--- src/rtl/demod_arbiter_if.sv ---
// AXI4-Stream style bundle shared by the IQ inputs and the demodulator output of demod_arbiter.
interface demod_arbiter_if #(
   parameter int unsigned DATA_WIDTH = 32
);
   logic                    tvalid;
   logic                    tready;
   logic                    tlast;
   logic                    tuser;
   logic [DATA_WIDTH-1:0]   tdata;
   logic [DATA_WIDTH/8-1:0] tstrb;

   modport master (output tvalid, tdata, tlast, tuser, tstrb, input tready);
   modport slave  (input tvalid, tdata, tlast, tuser, tstrb, output tready);
endinterface

--- src/rtl/demod_arbiter.sv ---
// Two-channel IQ stream arbiter feeding one shared demodulator; bursts of up to BURST_LEN beats,
// round-robin between channels, channel id carried on tuser.
module demod_arbiter #(
   parameter int unsigned C_S00_AXIS_TDATA_WIDTH = 32,
   parameter int unsigned C_M00_AXIS_TDATA_WIDTH = 32,
   parameter int unsigned BURST_LEN              = 16
) (
   input  logic           s00_axis_aclk,
   input  logic           s00_axis_areset,
   demod_arbiter_if.slave  s00_axis,
   demod_arbiter_if.slave  s01_axis,
   demod_arbiter_if.master m00_axis
);

   typedef enum logic [1:0] {StIdle, StGnt0, StGnt1} state_e;

   localparam logic [7:0] LastCnt = 8'(BURST_LEN - 1);

   state_e state_q, state_d;
   logic   last_gnt_q, last_gnt_d;
   logic   [7:0] cnt_q;

   logic                              tvalid_q, tlast_q, tuser_q;
   logic [C_M00_AXIS_TDATA_WIDTH-1:0] tdata_q;
   logic [C_S00_AXIS_TDATA_WIDTH-1:0] in_data;

   logic free, acc_ch, acc, in_last, burst_end, grant;

   assign free      = !tvalid_q || m00_axis.tready;
   assign acc_ch    = (state_q == StGnt1);
   assign acc       = (s00_axis.tvalid && s00_axis.tready) || (s01_axis.tvalid && s01_axis.tready);
   assign in_last   = acc_ch ? s01_axis.tlast : s00_axis.tlast;
   assign in_data   = acc_ch ? s01_axis.tdata : s00_axis.tdata;
   assign burst_end = acc && ((cnt_q == LastCnt) || in_last);

   always_ff @(posedge s00_axis_aclk) begin
      if (s00_axis_areset) begin
         state_q    <= StIdle;
         last_gnt_q <= 1'b1;
      end else begin
         state_q    <= state_d;
         last_gnt_q <= last_gnt_d;
      end
   end

   always_comb begin
      state_d = state_q;
      unique case (state_q)
         StIdle: begin
            // last_gnt_q == 1 means channel 0 wins a tie
            if (s00_axis.tvalid && (!s01_axis.tvalid || last_gnt_q)) state_d = StGnt0;
            else if (s01_axis.tvalid)                                 state_d = StGnt1;
         end
         StGnt0: begin
            if (burst_end) begin
               if (s01_axis.tvalid)      state_d = StGnt1;
               else if (s00_axis.tvalid) state_d = StGnt0;
               else                      state_d = StIdle;
            end
         end
         StGnt1: begin
            if (burst_end) begin
               if (s00_axis.tvalid)      state_d = StGnt0;
               else if (s01_axis.tvalid) state_d = StGnt1;
               else                      state_d = StIdle;
            end
         end
         default: state_d = StIdle;
      endcase
      grant      = (state_d != StIdle) && ((state_q == StIdle) || burst_end);
      last_gnt_d = grant ? (state_d == StGnt1) : last_gnt_q;
   end

   always_comb begin
      s00_axis.tready = (state_q == StGnt0) && free;
      s01_axis.tready = (state_q == StGnt1) && free;
      m00_axis.tvalid = tvalid_q;
      m00_axis.tdata  = tdata_q;
      m00_axis.tlast  = tlast_q;
      m00_axis.tuser  = tuser_q;
      m00_axis.tstrb  = '1;
   end

   always_ff @(posedge s00_axis_aclk) begin
      if (s00_axis_areset) begin
         cnt_q    <= '0;
         tvalid_q <= 1'b0;
         tdata_q  <= '0;
         tlast_q  <= 1'b0;
         tuser_q  <= 1'b0;
      end else begin
         if (grant)    cnt_q <= '0;
         else if (acc) cnt_q <= cnt_q + 8'd1;
         if (acc) begin
            tvalid_q <= 1'b1;
            tdata_q  <= in_data;
            tuser_q  <= acc_ch;
            tlast_q  <= burst_end;
         end else if (free) begin
            tvalid_q <= 1'b0;
         end
      end
   end

endmodule

--- src/flat_wrapper.sv ---
// flat-port wrapper written by rule: the top's interface ports become plain ports
module demod_arbiter_flat 
#(
   parameter int unsigned C_S00_AXIS_TDATA_WIDTH = 32,
   parameter int unsigned C_M00_AXIS_TDATA_WIDTH = 32,
   parameter int unsigned BURST_LEN              = 16
)
  (s00_axis_aclk, s00_axis_areset, s00_axis_tvalid, s00_axis_tdata, s00_axis_tlast, s00_axis_tuser, s00_axis_tstrb, s00_axis_tready, s01_axis_tvalid, s01_axis_tdata, s01_axis_tlast, s01_axis_tuser, s01_axis_tstrb, s01_axis_tready, m00_axis_tvalid, m00_axis_tdata, m00_axis_tlast, m00_axis_tuser, m00_axis_tstrb, m00_axis_tready);
  demod_arbiter_if #(.DATA_WIDTH(32)) s00_axis_i ();
  demod_arbiter_if #(.DATA_WIDTH(32)) s01_axis_i ();
  demod_arbiter_if #(.DATA_WIDTH(32)) m00_axis_i ();
  input  logic s00_axis_aclk;
  input  logic s00_axis_areset;
  input wire logic [$bits(s00_axis_i.tvalid)-1:0] s00_axis_tvalid;
  input wire logic [$bits(s00_axis_i.tdata)-1:0] s00_axis_tdata;
  input wire logic [$bits(s00_axis_i.tlast)-1:0] s00_axis_tlast;
  input wire logic [$bits(s00_axis_i.tuser)-1:0] s00_axis_tuser;
  input wire logic [$bits(s00_axis_i.tstrb)-1:0] s00_axis_tstrb;
  output wire logic [$bits(s00_axis_i.tready)-1:0] s00_axis_tready;
  input wire logic [$bits(s01_axis_i.tvalid)-1:0] s01_axis_tvalid;
  input wire logic [$bits(s01_axis_i.tdata)-1:0] s01_axis_tdata;
  input wire logic [$bits(s01_axis_i.tlast)-1:0] s01_axis_tlast;
  input wire logic [$bits(s01_axis_i.tuser)-1:0] s01_axis_tuser;
  input wire logic [$bits(s01_axis_i.tstrb)-1:0] s01_axis_tstrb;
  output wire logic [$bits(s01_axis_i.tready)-1:0] s01_axis_tready;
  output wire logic [$bits(m00_axis_i.tvalid)-1:0] m00_axis_tvalid;
  output wire logic [$bits(m00_axis_i.tdata)-1:0] m00_axis_tdata;
  output wire logic [$bits(m00_axis_i.tlast)-1:0] m00_axis_tlast;
  output wire logic [$bits(m00_axis_i.tuser)-1:0] m00_axis_tuser;
  output wire logic [$bits(m00_axis_i.tstrb)-1:0] m00_axis_tstrb;
  input wire logic [$bits(m00_axis_i.tready)-1:0] m00_axis_tready;
  assign s00_axis_i.tvalid = s00_axis_tvalid;
  assign s00_axis_i.tdata = s00_axis_tdata;
  assign s00_axis_i.tlast = s00_axis_tlast;
  assign s00_axis_i.tuser = s00_axis_tuser;
  assign s00_axis_i.tstrb = s00_axis_tstrb;
  assign s00_axis_tready = s00_axis_i.tready;
  assign s01_axis_i.tvalid = s01_axis_tvalid;
  assign s01_axis_i.tdata = s01_axis_tdata;
  assign s01_axis_i.tlast = s01_axis_tlast;
  assign s01_axis_i.tuser = s01_axis_tuser;
  assign s01_axis_i.tstrb = s01_axis_tstrb;
  assign s01_axis_tready = s01_axis_i.tready;
  assign m00_axis_tvalid = m00_axis_i.tvalid;
  assign m00_axis_tdata = m00_axis_i.tdata;
  assign m00_axis_tlast = m00_axis_i.tlast;
  assign m00_axis_tuser = m00_axis_i.tuser;
  assign m00_axis_tstrb = m00_axis_i.tstrb;
  assign m00_axis_i.tready = m00_axis_tready;
  demod_arbiter #(.C_S00_AXIS_TDATA_WIDTH(C_S00_AXIS_TDATA_WIDTH), .C_M00_AXIS_TDATA_WIDTH(C_M00_AXIS_TDATA_WIDTH), .BURST_LEN(BURST_LEN)) u_core (.s00_axis_aclk(s00_axis_aclk), .s00_axis_areset(s00_axis_areset), .s00_axis(s00_axis_i), .s01_axis(s01_axis_i), .m00_axis(m00_axis_i));
endmodule
--- config.mk ---
export PLATFORM = sky130hd
export DESIGN_NAME = demod_arbiter_flat
export DESIGN_NICKNAME = d
export VERILOG_FILES = /design/src/rtl/demod_arbiter_if.sv /design/src/rtl/demod_arbiter.sv /design/src/flat_wrapper.sv
export SDC_FILE = /design/constraint.sdc
export NUM_CORES = 1
export LEC_CHECK = 0
export ABC_AREA = 0
export CORE_MARGIN = 2
export CORE_UTILIZATION = 39
export CTS_CLUSTER_SIZE = 12
export DETAILED_ROUTE_END_ITERATION = 8
export PLACE_DENSITY = 0.81
export SYNTH_ARGS = -nofsm -noshare
export SYNTH_HDL_FRONTEND = slang
export SYNTH_SLANG_ARGS = --single-unit
--- constraint.sdc ---
create_clock -name s00_axis_aclk -period 2 [get_ports s00_axis_aclk]
set_input_delay 0.4 -clock s00_axis_aclk [delete_from_list [all_inputs] [get_ports s00_axis_aclk]]
set_output_delay 0.4 -clock s00_axis_aclk [all_outputs]
set_load 0.05 [all_outputs]
==> results of run 1 <==
synth_stat cells, types with 3 or more instances:
| cell | n |
|---|---|
| nand2_1 | 71 |
| nor2_1 | 37 |
| buf_4 | 7 |
| a21oi_1 | 13 |
| clkbuf_1 | 9 |
| a311oi_1 | 33 |
| o21ai_0 | 3 |
| buf_2 | 7 |
| nand2b_1 | 5 |
| nand4_1 | 3 |
| nand3_1 | 3 |
| dfxtp_1 | 46 |
| xor2_1 | 6 |
sequential cells by signal (all words and copies together), names as in the netlist:
register                count
u_core.m00_axis.tdata      32
u_core.cnt_q                8
u_core.state_q              2
u_core.last_gnt_q           1
u_core.m00_axis.tlast       1
u_core.m00_axis.tuser       1
u_core.m00_axis.tvalid      1
routing by layer:
layer	routed length (um)	GRT usage, %	vias up
met5	0	0	-
met2	2840	32.9	73
met3	449	6.36	9
met4	100	6.55	0
met1	2550	21.1	1046
li1	-	-	1161
repair_timing:
action,CTS,global route
gates resized for setup,0,1
buffers inserted,0,0
setup endpoints to repair,0,3
hold buffers,0,0
cell usage in the layout (no fill, tap or decap), drive strengths merged:
cell,n
a22o,1
a31oi,1
o21ai,6
a221oi,1
nor4,1
xnor2,1
a21oi,13
and3,2
inv,1
dfxtp,46
a311oi,33
nand3b,2
mux2i,2
conb,4
xor2,6
a21o,1
nor2,37
nand4,4
clkbuf,7
clkdlybuf4s50,104
a221o,1
ha,1
nand2b,5
mux2,1
nand3,3
nor2b,2
and2,2
nand2,71
o2111a,1
buf,13
nor3b,2
nor4b,1
clkinv,1
report_power, final:
| part | switching (mW) | total [mW] | internal [mW] |
|---|---|---|---|
| Combinational | 0.623 | 1.04 | 0.420 |
| Sequential | 0.0554 | 1.07 | 1.01 |
| Clock | 0.304 | 0.583 | 0.279 |
| Total | 0.982 | 2.69 | 1.71 |
kinds of logic after synthesis:
| group | Yosys count | share of synthesized area [%] |
|---|---|---|
| buffers and inverters | 27 | 6.87 |
| AOI/OAI and AO/OA | 58 | 20.2 |
| adders and majority gates | 1 | 0.568 |
| other | 1 | 0.170 |
| and+or+nand+nor | 132 | 26.0 |
| muxes | 3 | 1.59 |
| xor gates and xnor gates | 7 | 2.78 |
| DFF | 46 | 41.8 |
worst max-delay path by stage:
stage                                          from            endpoint  slack, ns  cells after the start
after detailed placement            m00_axis_tready     u_core.cnt_q[1]      -0.11                      7
final                     u_core.m00_axis.tdata[14]  m00_axis_tdata[14]       0.13                      1
after floorplan                   u_core.state_q[0]     s01_axis_tready      0.004                      5
after CTS                           m00_axis_tready     s01_axis_tready       0.03                      4
after global placement              m00_axis_tready     u_core.cnt_q[5]      -0.08                      7
after global routing              u_core.state_q[0]     u_core.cnt_q[6]       0.02                      6
stage by stage:
| stage | cells | hold slack (ns) | instance area (um2) | setup WS (ns) |
|---|---|---|---|---|
| after floorplan | 278 | 0.479 | 2220 | 0.00441 |
| after global placement | 441 | 0.463 | 3340 | -0.0787 |
| after detailed placement | 441 | 0.463 | 3340 | -0.112 |
| after CTS | 449 | 0.477 | 3430 | 0.0275 |
| after global routing | 449 | 0.523 | 3430 | 0.0215 |
| final | 449 | 0.477 | 3430 | 0.127 |
layout make-up:
| cell class | instances | area [um2] |
|---|---|---|
| fillers | 507 | 2040 |
| inverters | 1 | 3.75 |
| clock buffers | 7 | 86.3 |
| flip-flops and latches | 46 | 921 |
| repair buffers | 117 | 1160 |
| multi-input cells | 205 | 1160 |
| well taps | 72 | 90.1 |
| clock inverters | 1 | 5.00 |
==> flow_summary.yaml, run 1 <==
floorplan:
  ios: 122
  placeableCoreArea_um2: 5470
  num_rows: 27
  dieArea_um2: 6260
  initial_utilization_pct: 40.2
  die_h_um: 79.1
  fp.dieW_um: 79.1
route:
  ant_nets: 0
  drt_wl_total_um: 5940
  viasPerCell: 5.10
  first_pass_iters: 4
  drc: 0
  drtIter0Drc: 93
  wl_per_cell_um: 13.2
  num_vias: 2289
cells_and_area:
  utilization_pct: 62.7
  drive_gt1_share_pct: 7.43
  syn_to_final_growth_pct: 55.7
  nets: 458
  diodes: 0
setup_path:
  cp_data_arrival_time_ns: 1.47
  cpPeakStageDelay_ns: 0.84
  worstReg2RegEnd: "u_core.cnt_q[4]"
  critical_path.top_delay_family: "buffers and inverters"
  critPathBufInv: 1
  cp-start-kind: "flip-flop"
  regToRegStartpoint: "u_core.state_q[0]"
  reg2reg_depth: 6
  worst_path_max_delay_cell: "clkdlybuf4s50_1"
  cp_max_fo: 2
  critPathKind: "flip-flop to primary output"
  ff2ff_setup_slack_ns: 0.18
  crit_path_cell_trace: "clkdlybuf4s50_1"
  critPathRequiredTime_ns: 1.60
  end_kind: "primary output"
yosys:
  postSynthCellCount: 275
  ys_types: 38
  synth_edf_count: 0
  ys.flop_type: "dfxtp_1"
  synth_top_area_share_pct: 41.8
  ys_async_sr_fraction_pct: 0
  synth_area_leaders: "dfxtp_1 (42%), a311oi_1 (13%), nand2_1 (12%)"
  netlist_area_um2: 2200
  synth.largest_area_cell: "dfxtp_1"
  ys_ff_latch: 46
  ys_seq_area_share_pct: 41.8
  yosys_warnings: 0
  synth.avg_cell_area_um2: 8.01
clock_network:
  clockBufferDepth: 2
  clk_latency_ns: 0.29
  cts-root-buf: "clkbuf_8"
  cts_made_buffers: 5
  clock_sinks: 46
  cts_max_level: 2
  cts.clk_slew.worst_paths_ns: 0.08
  cts_tree: "done"
timing:
  fin_setup_tns_ns: 0
  final_hold_viol_count: 0
  setup_viol: 0
  period_needed_ns: 1.87
  rsz0062_at_grt: "no"
  fin_skew_ns: 0.00527
  max_freq_mhz: 534
  worst_pin_slew_ns: 0.543
  slew-limit-headroom_pct: 63.7
  drv_slew: 0
  fin_crit_sh_pct: 93.7
outcome:
  outcome: "complete, no violations"
placement:
  numPortBuffers: 107
  hpwl_um: 4280
  place_congestion: 0.834
worst_hold_path:
  whs_endpoint: "u_core.m00_axis.tuser"
  min_path_cells: 2
  holdCritStartpoint: "u_core.m00_axis.tuser"
  hold_path_class: "flip-flop to flip-flop"
global_routing:
  track_usage_pct: 18.7
  grt_max_degree: 49
  grt_remaining_overflow: 0
  grt_pass1_wl_um: 9470
  grt_pass1_vias: 2146
  antenna_found_initial: 0
run:
  maxCapViolations: 0
power_and_ir_drop:
  power_density_nw_per_um2: 785
  leakagePower_nw: 1.26
  irDropWorstVdd_v: 0.000385
  totalPowerFinal_mw: 2.69
Note: power is estimated with default switching activity, not from simulation.
==> run 2: changes to the inputs <==
--- a/config.mk
+++ b/config.mk
@@ -7,10 +7,10 @@
 export LEC_CHECK = 0
 export ABC_AREA = 0
 export CORE_MARGIN = 2
-export CORE_UTILIZATION = 39
+export CORE_UTILIZATION = 35
 export CTS_CLUSTER_SIZE = 12
 export DETAILED_ROUTE_END_ITERATION = 8
-export PLACE_DENSITY = 0.81
+export PLACE_DENSITY = 0.77
 export SYNTH_ARGS = -nofsm -noshare
 export SYNTH_HDL_FRONTEND = slang
 export SYNTH_SLANG_ARGS = --single-unit
==> constraint.sdc (replaced) <==
create_clock -name s00_axis_aclk -period 1.65 [get_ports s00_axis_aclk]
set_input_delay 0.33 -clock s00_axis_aclk [delete_from_list [all_inputs] [get_ports s00_axis_aclk]]
set_output_delay 0.33 -clock s00_axis_aclk [all_outputs]
set_load 0.05 [all_outputs]
==> run 2 against run 1 <==
Global-route usage is 0.99 points lower. Non-clock buffer count is 22 higher. Power is 32% higher. Sequential power is 21% higher. Flip-flop and latch count stayed put. Design area is 9.2% higher. Die area is 11% higher. Clock skew is 0.0028 ns higher. Via count is 7.5% higher. Critical path depth is 3 higher.
==> flow_summary.yaml, run 2 (synthesis results as in run 1) <==
clock_network:
  clock_sinks: 46
  cts.clk_slew.worst_paths_ns: 0.08
  cts_tree: "done"
  cts_max_level: 2
  cts-root-buf: "clkbuf_8"
  clockBufferDepth: 2
  clk_latency_ns: 0.30
  cts_made_buffers: 5
  cts_hold_buf: 0
global_routing:
  grt_pass1_wl_um: 10300
  grt_pass1_vias: 2314
  grt_max_degree: 45
  antenna_found_initial: 0
  track_usage_pct: 17.8
  grt_remaining_overflow: 0
placement:
  place_congestion: 0.907
  dp_cells: 456
  dpl-instance-area_um2: 3360
  dp_slack_ns: -0.331
  numPortBuffers: 107
  hpwl_um: 4600
floorplan:
  initial_utilization_pct: 36.8
  ios: 122
  dieArea_um2: 6940
  die_h_um: 83.3
  fp.dieW_um: 83.3
  placeableCoreArea_um2: 5990
  num_rows: 28
setup_path:
  crit_path_cell_trace: "buf_6 > buf_4 > nor3b_4 > buf_6"
  end_kind: "primary output"
  critPathRequiredTime_ns: 1.32
  cpPeakStageDelay_ns: 0.33
  cp_data_arrival_time_ns: 1.27
  cp-start-kind: "flip-flop"
  worst_path_max_delay_cell: "dfxtp_2"
  cp_max_fo: 8
  ff2ff_setup_slack_ns: 0.06
  path_common_cell: "buf_6"
  critPathKind: "flip-flop to primary output"
  critical_path.top_delay_family: "buffers and inverters"
  critPathBufInv: 3
cells_and_area:
  syn_to_final_growth_pct: 70.1
  diodes: 0
  regArea_um2: 930
  fillers: 499
  final_common_cell: "nand2_1"
  largest_reg_flops: 32
  fin_cells: 474
  nets: 480
  multiInputGateArea_um2: 1250
  post-route-cell-area_um2: 3740
  final_cell_mix: "nand2_1 (71), clkdlybuf4s50_1 (68), buf_4 (56)"
  drive_gt1_share_pct: 25.1
route:
  wl_per_cell_um: 14.7
  drtIter0Drc: 143
  drc: 0
  first_pass_iters: 4
  viasPerCell: 5.19
  drt_wl_total_um: 6950
  num_vias: 2461
  ant_nets: 0
timing:
  fin_setup_tns_ns: 0
  period_needed_ns: 1.60
  setup_ws_ns: 0.0482
  drv_slew: 0
  fin_crit_sh_pct: 97.1
  fin_skew_ns: 0.00809
  max_freq_mhz: 624
  setup_viol: 0
  final_hold_viol_count: 0
  timing.hold.ws_ns: 0.497
  rsz0062_at_grt: "yes"
power_and_ir_drop:
  irDropWorstVdd_v: 0.000456
  power_density_nw_per_um2: 949
  leakagePower_nw: 1.49
run:
  maxCapViolations: 0
worst_hold_path:
  hold_path_class: "flip-flop to flip-flop"
outcome:
  outcome: "complete, no violations"
-- run 2: changes by cell type in the layout (fill, tap and decap cells not counted), moves of 2 or more --
cell,previous run,this run
clkbuf_16,0,4
clkdlybuf4s50_1,104,68
buf_6,0,5
buf_12,2,4
buf_4,11,56
dfxtp_1,46,41
dfxtp_2,0,4
-- run 2: worst paths after layout --
check / cells after the start / from / endpoint
min reg2reg: 2 / u_core.m00_axis.tuser / u_core.m00_axis.tuser
min: 2 / u_core.m00_axis.tuser / u_core.m00_axis.tuser
max: 4 / u_core.state_q[1] / s00_axis_tready
max reg2reg: 6 / u_core.cnt_q[0] / u_core.last_gnt_q
-- run 2: per-stage QoR --
step	power, mW	utilization, %
final	3.56	62.5
after global routing	3.72	62.5
after CTS	3.46	58.9
after detailed placement	2.59	56.1
after global placement	2.57	56.1
after floorplan	2.12	-
-- run 2: area by class of cell --
cell class	count	share of cell area (%)
Inverter	1	0.100
Timing Repair Buffer	139	36.3
Tap cell	75	2.51
Clock inverter	2	1.00
Multi-Input combinational cell	205	33.3
Sequential cell	46	24.8
Clock buffer	6	1.94
-- run 2: report_power, final --
part	internal [mW]	switching [mW]	total, mW	leakage [nW]
Clock	0.452	0.384	0.836	0.0514
Sequential	1.23	0.0657	1.29	0.379
Combinational	0.602	0.825	1.43	1.06
Total	2.28	1.27	3.56	1.49
-- run 2: metal layers --
layer / up-vias / routed length, um / GRT usage [%]
met5: - / 0 / 0
met4: 0 / 96 / 5.81
li1: 1215 / - / -
met3: 7 / 497 / 5.37
met1: 1150 / 2810 / 19.9
met2: 89 / 3550 / 32.0
-- run 2: tightest hold or removal path, cell delays in order (launching register included) --
cell and delay, ns:
dfxtp_1 0.32, nand2b_1 0.06, a21oi_1 0.07
-- run 2: what timing repair did --
item / in CTS / in global routing
gates resized for setup: 12 / 17
endpoints found under the setup margin: 11 / 20
pin swaps: 2 / 11
cloned: 0 / 4
setup buffers: 1 / 5
